===== config.mk =====
export PLATFORM = sky130hd
export DESIGN_NAME = mult_div_unit
export DESIGN_NICKNAME = d
export VERILOG_FILES = /design/src/rtl/mult_div_unit.sv
export SDC_FILE = /design/constraint.sdc
export NUM_CORES = 1
export LEC_CHECK = 0
export CORE_ASPECT_RATIO = 0.5
export CORE_MARGIN = 5
export CORE_UTILIZATION = 55
export CTS_CLUSTER_SIZE = 10
export DETAILED_ROUTE_END_ITERATION = 7
export PLACE_DENSITY = 0.87
export SYNTH_ARGS = -nofsm -noshare
export SYNTH_HDL_FRONTEND = slang
export SYNTH_SLANG_ARGS = --single-unit

===== constraint.sdc =====
create_clock -name Clk -period 5.36 [get_ports Clk]
set_input_delay 1.34 -clock Clk [delete_from_list [all_inputs] [get_ports Clk]]
set_output_delay 1.34 -clock Clk [all_outputs]
set_load 0.02 [all_outputs]

===== src/rtl/mult_div_unit.sv =====
// mult_div_unit: multicycle MULT/MULTU/DIV/DIVU coprocessor owning the HI/LO pair.
// Works on operand magnitudes, one bit per clock (shift-add multiply, restoring
// divide), then applies the sign correction in a single FIX cycle before the
// result lands in HI/LO. busy holds the control FSM in its wait state.
module mult_div_unit #(
    parameter int WIDTH = 32
) (
    input  logic             Clk,
    input  logic             reset,
    input  logic             start,
    input  logic [1:0]       op,
    input  logic [WIDTH-1:0] A,
    input  logic [WIDTH-1:0] B,
    input  logic             hi_write,
    input  logic             lo_write,
    output logic             busy,
    output logic             done,
    output logic             div_zero,
    output logic [WIDTH-1:0] HI,
    output logic [WIDTH-1:0] LO
);

    localparam int CW = $clog2(WIDTH) + 1;
    localparam logic [CW-1:0] COUNT_INIT = CW'(WIDTH);
    localparam logic [CW-1:0] COUNT_LAST = CW'(1);

    localparam logic [2:0] S_IDLE = 3'd0;
    localparam logic [2:0] S_MUL  = 3'd1;
    localparam logic [2:0] S_DIV  = 3'd2;
    localparam logic [2:0] S_FIX  = 3'd3;
    localparam logic [2:0] S_DONE = 3'd4;

    // op[1] selects divide, op[0] selects unsigned.
    logic [2:0]         state;
    logic [1:0]         op_r;
    logic               sa;
    logic               sb;
    logic               dz_r;
    logic [CW-1:0]      count;
    logic [WIDTH-1:0]   opnd;      // multiplicand (MUL) or divisor (DIV) magnitude
    logic [2*WIDTH-1:0] acc;       // MUL: {partial product, multiplier}; DIV: {remainder, quotient}

    logic               in_signed;
    logic [WIDTH-1:0]   a_mag;
    logic [WIDTH-1:0]   b_mag;
    logic [WIDTH:0]     mul_sum;
    logic [2*WIDTH-1:0] mul_next;
    logic [WIDTH:0]     div_trial;
    logic [2*WIDTH-1:0] div_next;
    logic               fix_signed;
    logic [2*WIDTH-1:0] prod_fix;
    logic [WIDTH-1:0]   quo_fix;
    logic [WIDTH-1:0]   rem_fix;

    // Operand magnitudes, one iteration step of each algorithm, and sign fix-up.
    always_comb begin
        // NOTE: every signal driven here gets a value on every path, so no latch is inferred.
        in_signed  = ~op[0];
        a_mag      = (in_signed && A[WIDTH-1]) ? -A : A;
        b_mag      = (in_signed && B[WIDTH-1]) ? -B : B;

        mul_sum    = {1'b0, acc[2*WIDTH-1:WIDTH]} + (acc[0] ? {1'b0, opnd} : '0);
        mul_next   = {mul_sum, acc[WIDTH-1:1]};

        div_trial  = acc[2*WIDTH-1:WIDTH-1] - {1'b0, opnd};
        div_next   = div_trial[WIDTH] ? {acc[2*WIDTH-2:0], 1'b0}
                                      : {div_trial[WIDTH-1:0], acc[WIDTH-2:0], 1'b1};

        fix_signed = ~op_r[0];
        prod_fix   = (fix_signed && (sa ^ sb)) ? -acc : acc;
        quo_fix    = (fix_signed && (sa ^ sb)) ? -acc[WIDTH-1:0] : acc[WIDTH-1:0];
        rem_fix    = (fix_signed && sa) ? -acc[2*WIDTH-1:WIDTH] : acc[2*WIDTH-1:WIDTH];
    end

    // Sequencer and iteration datapath: launch from IDLE, iterate, fix, pulse done.
    always_ff @(posedge Clk or negedge reset) begin
        if (!reset) begin
            // NOTE: state registers use non-blocking assignments so every flop samples pre-edge values.
            state <= S_IDLE;
            op_r  <= '0;
            sa    <= 1'b0;
            sb    <= 1'b0;
            dz_r  <= 1'b0;
            count <= '0;
            opnd  <= '0;
            acc   <= '0;
        end else begin
            case (state)
                S_IDLE: begin
                    if (start) begin
                        op_r  <= op;
                        sa    <= A[WIDTH-1];
                        sb    <= B[WIDTH-1];
                        count <= COUNT_INIT;
                        dz_r  <= 1'b0;
                        if (!op[1]) begin
                            opnd  <= a_mag;
                            acc   <= {{WIDTH{1'b0}}, b_mag};
                            state <= S_MUL;
                        end else if (B == '0) begin
                            dz_r  <= 1'b1;
                            state <= S_DONE;
                        end else begin
                            opnd  <= b_mag;
                            acc   <= {{WIDTH{1'b0}}, a_mag};
                            state <= S_DIV;
                        end
                    end
                end
                S_MUL: begin
                    acc   <= mul_next;
                    count <= count - 1'b1;
                    if (count == COUNT_LAST) state <= S_FIX;
                end
                S_DIV: begin
                    acc   <= div_next;
                    count <= count - 1'b1;
                    if (count == COUNT_LAST) state <= S_FIX;
                end
                S_FIX: begin
                    state <= S_DONE;
                end
                S_DONE: begin
                    dz_r  <= 1'b0;
                    state <= S_IDLE;
                end
                default: begin
                    state <= S_IDLE;
                end
            endcase
        end
    end

    // HI/LO: written with the fixed-up result at FIX, or from A by MTHI/MTLO in IDLE.
    always_ff @(posedge Clk or negedge reset) begin
        if (!reset) begin
            HI <= '0;
            LO <= '0;
        end else if (state == S_FIX) begin
            if (op_r[1]) begin
                HI <= rem_fix;
                LO <= quo_fix;
            end else begin
                HI <= prod_fix[2*WIDTH-1:WIDTH];
                LO <= prod_fix[WIDTH-1:0];
            end
        end else if (state == S_IDLE && !start) begin
            if (hi_write) HI <= A;
            if (lo_write) LO <= A;
        end
    end

    assign busy     = (state != S_IDLE);
    assign done     = (state == S_DONE);
    assign div_zero = done & dz_r;

endmodule

Yosys cells after proc, flatten, opt, wreduce, memory -nomap -nowiden
Cells that the tools add are included.

storage, ports and cells
  logic and storage cells = 87
  bits in registers = 174

operators by class
  reductions and logical operators = 24
  muxes and demuxes = 32
  bitwise operators = 4
  add/subtract/negate cells = 8
  eq/ne operators = 9

operators by type and width
  operator                                          number
  two-way mux 32 bit                                15
  two-way mux 64 bit                                5
  case mux 64 bit (3 select lines)                  1
  negation 32 bit                                   4
  negation 64 bit                                   1
  adder 32 x 32 -> 33 bit                           1
  subtractor 33 x 32 -> 33 bit                      1
  zero test 32 bit                                  1
  two-way mux 3 bit                                 4
  case mux 6 bit (2 select lines)                   1
  AND reduction 2 bit                               6
  nonzero test 2 bit                                5
  case mux 3 bit (3 select lines)                   1
  == test 3 x 2 -> 1 bit, second input constant     2
  == test 6 x 1 -> 1 bit, second input constant     1
  two-way mux 6 bit                                 1
  AND reduction 3 bit                               2
  nonzero test 3 bit                                2
  subtractor 6 x 1 -> 6 bit, second input constant  1
  logical AND 1 bit                                 5
  != test 2 bit, second input constant              2
  == test 3 x 1 -> 1 bit, second input constant     1
  == test 3 bit, second input constant              1
  zero test 3 bit                                   1
  other kinds (9)                                   12

Logic depth before layout (Yosys ltp)
Gate-level depths: netlist (run 1).

  depth after elaboration = 7
  depth in mapped cells = 15

Worst setup path after synthesis (run 1)
Ideal clock, no wire load.

  path kind = in2reg
  start = in B[4]
  end = reg acc[25]
  data required time = 5,235 ps
  setup slack = 1,348 ps
  data arrival time = 3,887 ps
  cell stages on the path = 10
  path buffers = 0
  cells stage by stage = or3_4 -> or4_4 -> or4_4 -> or2_4 -> nor3_4 -> a21oi_1 -> xor2_1 -> a222oi_1 -> o21ai_0 -> mux2_2

between the ends
  word-level cells in the longest chain between the ends = 5
  elaborated cells on any way between the ends = 8

RTL lines
  item                              RTL line  RTL
  start: declaration                13        input logic [WIDTH-1:0] B,
  negation 32 bit                   60        b_mag = (in_signed && B[WIDTH-1]) ? -B : B;
  two-way mux 32 bit                60
  two-way mux 64 bit                96        if (!op[1]) begin
  two-way mux 64 bit                90        if (start) begin
  case mux 64 bit (3 select lines)  88        case (state)
  end signal: assignment            98        acc <= {{WIDTH{1'b0}}, b_mag};
  end signal: assignment            105       acc <= {{WIDTH{1'b0}}, a_mag};
  end signal: assignment            111       acc <= mul_next;
  end: declaration                  41        logic [2*WIDTH-1:0] acc;

Parallel ways exist; a longest one is shown, timed or not. The select of a mux whose other input is x is not followed.
A chain may end at the register's enable or synchronous reset.

Final worst setup path (run 1)
  start = reg acc[31]
  end = reg acc[32]

between the ends
  word-level cells in the longest chain between the ends = 3

RTL lines
  item                                RTL line  RTL
  subtractor 33 x 32 -> 33 bit        65        div_trial = acc[2*WIDTH-1:WIDTH-1] - {1'b0, opnd};
  two-way mux 64 bit *                66        div_next = div_trial[WIDTH] ? {acc[2*WIDTH-2:0], 1'b0}
  case mux 64 bit (3 select lines) *  88

Every way passes the cells marked *; elsewhere a longest branch is shown, timed or not.

==> run summary, run 1 <==
EDFF count, synth: 0
R2R cell count: 14
Xor/xnor cell area share of the yosys netlist: 0.103
Power share of the combinational group: 0.653
Leakage: 7.57 nW
Mapped Nets: 2030
Final ANT Viol Nets: 0
Setup bufs post-CTS: 0
Post-synthesis simple-gate area fraction: 0.175
Gpl congestion: 0.995
Critical Path AT: 4.80 ns
Critical Path End Type: flip-flop
Sum Neg Setup Slack: 0 ns
Total GRT Usage: 0.306
Share of cells above drive strength 1: 0.0549
Dominant cells by area after synthesis: dfrtp_1 (29%), o21ai_0 (7.7%), ha_1 (5.9%)
Worst skew pair latency: 0.46 ns
Largest stage delay, worst path: 0.59 ns
# rows: 42
Post-synth top cells: o21ai_0 (229), nand2_1 (218), dfrtp_1 (174), nor2_1 (174), a21oi_1 (156)
Drt wl/cell: 21.0 um
# fillers: 2220
Detailed Place HPWL: 36300 um
Number of cells on the critical path: 14
Final hold viol count: 0
WHS: 0.485 ns
CTS tree: yes
Delay-heaviest family, CP: compound AO/OA/AOI/OAI gates
Worst hold stages: 2
Synth Register Bits: 174
Post-Syn Area per Cell: 7.92 um^2
Critical path buffer and inverter count: 2
Sw frac: 0.502
Worst path cell trace: inv_1 > ha_1 > fa_1 > nand2b_1 > a21o_1 > a31oi_1 > or4b_1 > a41o_1 > a41o_1 > o221a_2 > xor2_4 > buf_4 > mux2_2 > o21ai_1
R2r setup slk: 0.94 ns
Final Non-Filler Cells: 2321
DRT Wirelength: 48800 um
CTS resizes: 0
H-tree depth: 4
DIE AREA: 30800 um^2
Die X: 243 um
RSZ-0062 raised after global routing: no
Root buf cell: clkbuf_16
Via density: 6.52
Yosys cell types: 75
Pwr per Cell Area: 674 nW/um^2
# setup viols final: 0
Starting Density: 0.562
Worst min path class: reg -> reg
Initial antenna violation count: 0
WS Path Type: reg -> reg
Die height: 127 um
Worst IR Drop VDD: 0.490 mV
CTS Hold Bufs: 0
CP required: 5.73 ns
DR iter-0 viols: 2013
Sw power: 5.81 mW
Clock Skew: 0.0146 ns
Core area: 26600 um^2
Largest area contributor in the netlist: dfrtp_1
Clk sinks: 174
Slew Viols, Final: 0
Status: completed
CP max FO: 35
Sequential-to-total area share from yosys stat: 0.291
Ys Warns: 0
Flop pwr share: 0.230
IO Port Bufs: 137
Int Pwr: 5.76 mW
DRC Markers: 0
Area share of the leading cell type in the synthesized netlist: 0.291
Synthesized cell area: 14900 um^2
Cells after synthesis: 1887
Main combinational cell family by area after synthesis: compound AO/OA/AOI/OAI gates
Min Tclk post-route: 4.42 ns
Crit share post-route: 0.825
Clock transition at the registers of the reported paths: 0.07 ns
Vias in the first global route: 14100
Worst Tran Pin Value: 1.20 ns
Asr flop ratio synth: 1.00
Initial DRT Pass Iterations: 6
Ports: 138
Cell with the most instances after synthesis: o21ai_0
Clock buffer depth: 2
Synth Area in Adders: 0.0613
Via count: 15100
Most frequent CP cell: a41o_1
Max Cap Viol: 0
Inserted Clock Buffers: 17
Post-synthesis mux area share: 0.0675
Worst Slack Setup Final: 0.938 ns
Nets@finish: 2099
Layout area overhead: 15.0%
Ant diodes: 0
Pre-CTS WS: 0.538 ns
CP startpoint kind: flip-flop
Crit-path slowest cell: or4b_1
Power share of the clock group: 0.117
Congestion Overflow GR: 0
Max Clk Rate: 226 MHz
Dpl cells: 2289
Compound-Gate Fraction of Synth Area: 0.256
Headroom to the max-slew limit: 0.178
First-pass GRT wire length: 76500 um
Synth Flop Type: dfrtp_1
Largest net degree at the start of global routing: 113
[power by group through the flow]
stage	Sequential [mW]	Combinational, mW	Clock [mW]
after detailed placement	2.65	7.34	0
after floorplan	2.64	5.13	0
final	2.66	7.55	1.36
after CTS	2.63	7.40	1.36
after global routing	2.73	8.17	1.42
after global placement	2.62	7.16	0
[state kept, by name (all words and copies together) (netlist names)]
name   flops
LO        32
HI        32
count      6
sb         1
sa         1
state      3
acc       64
op_r       2
dz_r       1
opnd      32
[worst paths after layout]
check / to / from
worst max-delay path: acc[32]$_DFFE_PN0P_ / acc[31]$_DFFE_PN0P_
worst min-delay path: count[3]$_DFFE_PN0P_ / count[3]$_DFFE_PN0P_
worst max register to register: acc[32]$_DFFE_PN0P_ / acc[31]$_DFFE_PN0P_
worst min register to register: count[3]$_DFFE_PN0P_ / count[3]$_DFFE_PN0P_
max in group asynchronous: acc[2]$_DFFE_PN0P_ / reset
min in group asynchronous: acc[29]$_DFFE_PN0P_ / reset
[layout by cell type (no fill, tap or decap), drive strengths merged, types with 8 or more instances in the layout]
master / synthesis / layout
nor4: 14 / 14
or3: 12 / 12
ha: 70 / 70
nand4: 13 / 13
inv: 62 / 70
a221oi: 17 / 17
xor2: 82 / 82
o21a: 8 / 8
dfrtp: 174 / 174
nand3: 17 / 17
nand2: 218 / 218
or2: 11 / 11
a21o: 40 / 40
o31ai: 22 / 22
clkbuf: 87 / 17
or4: 11 / 11
nor2: 174 / 174
buf: 26 / 28
nor2b: 15 / 15
a211oi: 31 / 31
a22oi: 31 / 31
o21ai: 231 / 231
o41ai: 11 / 11
clkdlybuf4s50: 0 / 135
mux2i: 85 / 85
nor3: 36 / 36
xnor2: 93 / 93
nand2b: 16 / 16
mux2: 14 / 14
and2: 11 / 11
a21oi: 156 / 156
a31oi: 15 / 15
[logic make-up after synthesis]
group | count (synthesis)
muxes | 99
adders and majority gates | 72
DFF | 174
AOI/OAI and AO/OA | 622
and+or+nand+nor | 570
xor gates and xnor gates | 175
buffers and inverters | 175
[per-layer routing]
metal	global-route usage	up-vias	part of all wire
met4	0.129	0	0.045
li1	-	6917	-
met2	0.464	845	0.43
met3	0.0717	173	0.11
met1	0.425	7204	0.42
met5	0	-	0
[tightest hold or removal path, cell delays in order (launching register included)]
cell and delay, ns:
dfrtp_1 0.34, nand2_1 0.05, o21ai_0 0.06
[through the flow]
step / area (um^2) / utilization / power (mW)
after floorplan: 14900 / - / 7.77
after global placement: 16600 / 0.623 / 9.78
after detailed placement: 16600 / 0.623 / 9.99
after CTS: 17200 / 0.646 / 11.4
after global routing: 17200 / 0.646 / 12.3
final: 17200 / 0.646 / 11.6
[layout make-up]
| cell class | instances | area [um^2] | area share |
|---|---|---|---|
| clock inverter | 15 | 194 | 0.0113 |
| multi-input combinational | 1538 | 9940 | 0.578 |
| timing repair buffer | 163 | 1600 | 0.0931 |
| inverter | 62 | 233 | 0.0135 |
| sequential | 174 | 4350 | 0.253 |
| clock buffer | 17 | 425 | 0.0248 |
| tap | 352 | 440 | 0.0256 |
No activity file was read; power rests on OpenSTA's default activity.
==> run 2: changes to the inputs <==
==> constraint.sdc (replaced) <==
create_clock -name Clk -period 4.31 [get_ports Clk]
set_input_delay 1.0775 -clock Clk [delete_from_list [all_inputs] [get_ports Clk]]
set_output_delay 1.0775 -clock Clk [all_outputs]
set_load 0.02 [all_outputs]
==> run 2 against run 1 <==
Utilization grew 1.6 points. Fmax grew 7.3%. Highest routed layer unchanged. Count of clock-buffer cells in the layout grew 4. Sequential share of layout area shrank 0.62 points. Die area is the same.
==> run summary, run 2 (synthesis gave the netlist of run 1 again) <==
Most frequent cells in the layout: o21ai_0 (229), nand2_1 (216), dfrtp_1 (174)
Reg area: 4350 um^2 (unchanged)
Delay-heaviest family, CP: compound AO/OA/AOI/OAI gates
Congestion Overflow GR: 0 (unchanged)
Initial DRT Pass Iterations: 8 (+2)
Min Tclk post-route: 4.12 ns (-0.300 ns)
Gpl congestion: 1.01 (+1.7%)
DIE AREA: 30800 um^2 (unchanged)
Reg with most FFs: acc
Detailed Place HPWL: 37500 um (+3.3%)
Core area: 26600 um^2 (unchanged)
Vias in the first global route: 14000 (-0.26%)
Critical Path AT: 4.47 ns (-0.33 ns)
First-pass GRT wire length: 78300 um (+2.4%)
# fillers: 2183 (-1.7%)
Sw power: 7.22 mW (+24%)
DRC Markers: 0 (unchanged)
CP max FO: 35 (unchanged)
Drt wl/cell: 21.0 um (-0.34%)
Leakage: 7.84 nW (+3.6%)
IO Port Bufs: 137 (unchanged)
R2R cell count: 14 (unchanged)
Root buf cell: clkbuf_16
Worst hold stages: 1 (-1)
Total GRT Usage: 0.316 (+0.00943)
Top Usage Layer GRT: met2
Met1 GRT Util: 0.451 (+0.0262)
Nets@finish: 2157 (+2.8%)
Commonest non-fill, non-tap cell in the layout: o21ai_0
CTS tree: yes
# setup viols final: 0 (unchanged)
Via count: 15100 (-0.040%)
Max reg flops: 64 (unchanged)
Final Core Density: 0.663 (+0.0162)
Worst min path class: reg -> reg
Ant diodes: 0 (unchanged)
Headroom to the max-slew limit: 0.194 (+0.0158)
Clock buffer depth: 2 (unchanged)
Most frequent CP cell: a41o_1
Post-route cell area: 17600 um^2 (+2.5%)
Pwr per Cell Area: 824 nW/um^2 (+22%)
Slew Viols, Final: 0 (unchanged)
Max Cap Viol: 0 (unchanged)
Largest stage delay, worst path: 0.58 ns (about the same)
Crit share post-route: 0.956 (+0.131)
Worst skew pair latency: 0.46 ns (about the same)
Ports: 138 (unchanged)
RSZ-0062 raised after global routing: no
H-tree depth: 4 (unchanged)
Layout area overhead: 17.9%
Inserted Clock Buffers: 17 (unchanged)
Worst path cell trace: inv_1 > ha_1 > fa_1 > nand2b_1 > a21o_1 > a31oi_1 > or4b_1 > a41o_1 > a41o_1 > o221a_2 > xor2_4 > buf_12 > mux2i_1 > a221o_1
Power share of the combinational group: 0.664 (+0.011)
Clock transition at the registers of the reported paths: 0.07 ns (about the same)
DRT Wirelength: 49900 um (+2.1%)
Max Clk Rate: 243 MHz (+7.3%)
Post-DP Area: 17000 um^2 (+2.9%)
CP startpoint kind: flip-flop
Die X: 243 um (unchanged)
Clock Skew: 0.00917 ns (-0.00538 ns)
Status: completed
Largest net degree at the start of global routing: 129 (+14%)
CTS Hold Bufs: 0 (unchanged)
# rows: 42 (unchanged)
CP required: 4.66 ns (-1.07 ns)
Worst IR Drop VDD: 0.431 mV (-12%)
Power share of the clock group: 0.110 (-0.007)
Final ANT Viol Nets: 0 (unchanged)
Critical Path End Type: flip-flop
WS Path Type: reg -> reg
Crit-path slowest cell: or4b_1
Met3 GRT Util: 0.0794 (+0.00778)
Die height: 127 um (unchanged)
Int Pwr: 7.29 mW (+27%)
Share of cells above drive strength 1: 0.0809 (+0.0261)
Number of cells on the critical path: 14 (unchanged)
Final hold viol count: 0 (unchanged)
Initial antenna violation count: 0 (unchanged)
Multi-input logic area: 9940 um^2 (about the same)
Sw frac: 0.498 (-0.00450)
Worst Tran Pin Value: 1.21 ns (+0.00743 ns)
Via density: 6.36 (-2.4%)
Clk sinks: 174 (unchanged)
Met2 Use GR: 0.478 (+0.0142)
Starting Density: 0.562 (unchanged)
Critical path buffer and inverter count: 2 (unchanged)
Flop pwr share: 0.226 (-0.004)
DR iter-0 viols: 2065 (+2.6%)
[run 2: cell count changes in the layout (fill, tap and decap cells not counted), sizes merged]
cell,change
clkbuf,+4
clkinvlp,-1
inv,-7
buf,+58
clkinv,+4
bufinv,-1
[run 2: layout make-up]
type,count,share of cell area
inverters,62,0.0132
multi-input cells,1538,0.564
well taps,352,0.0250
repair buffers,221,0.118
clock inverters,10,0.00646
clock buffers,21,0.0261
flip-flops and latches,174,0.247
[run 2: layer usage]
layer	wire (um)	share of wire
met1	21800	0.44
met2	21600	0.43
met3	5240	0.11
met4	1200	0.024
met5	0	0
[run 2: final timing paths]
kind | from | to | slack [ns]
setup / recovery | acc[31]$_DFFE_PN0P_ | acc[33]$_DFFE_PN0P_ | 0.19
hold / removal | opnd[25]$_DFFE_PN0P_ | opnd[25]$_DFFE_PN0P_ | 0.48
setup reg to reg | acc[31]$_DFFE_PN0P_ | acc[33]$_DFFE_PN0P_ | 0.19
hold reg to reg | opnd[25]$_DFFE_PN0P_ | opnd[25]$_DFFE_PN0P_ | 0.48
max in group asynchronous | reset | HI[5]$_DFFE_PN0P_ | 2.68
min in group asynchronous | reset | LO[26]$_DFFE_PN0P_ | 0.67
[run 2: timing repair]
item | in CTS | in global routing
gates resized for setup | 0 | 1
setup endpoints to repair | 0 | 1
setup buffers | 0 | 0
[run 2: per-stage QoR]
stage / setup TNS (ns) / instances / setup slack, ns / hold WS [ns] / power [mW]
after floorplan: 0 / 1887 / 0.560 / 0.450 / 9.66
after global placement: -0.196 / 2347 / -0.0888 / 0.463 / 12.4
after detailed placement: -0.289 / 2347 / -0.0939 / 0.466 / 12.6
after CTS: 0 / 2378 / 0.313 / 0.481 / 14.3
after global routing: 0 / 2378 / 0.0534 / 0.485 / 15.5
final: 0 / 2378 / 0.189 / 0.483 / 14.5
[run 2: power by group through the flow]
stage | Clock [mW] | Combinational [mW] | Sequential [mW]
CTS | 1.59 | 9.44 | 3.25
detailed placement | 0 | 9.34 | 3.27
global placement | 0 | 9.16 | 3.25
global route | 1.67 | 10.5 | 3.37
finish | 1.59 | 9.64 | 3.28
floorplan | 0 | 6.38 | 3.28
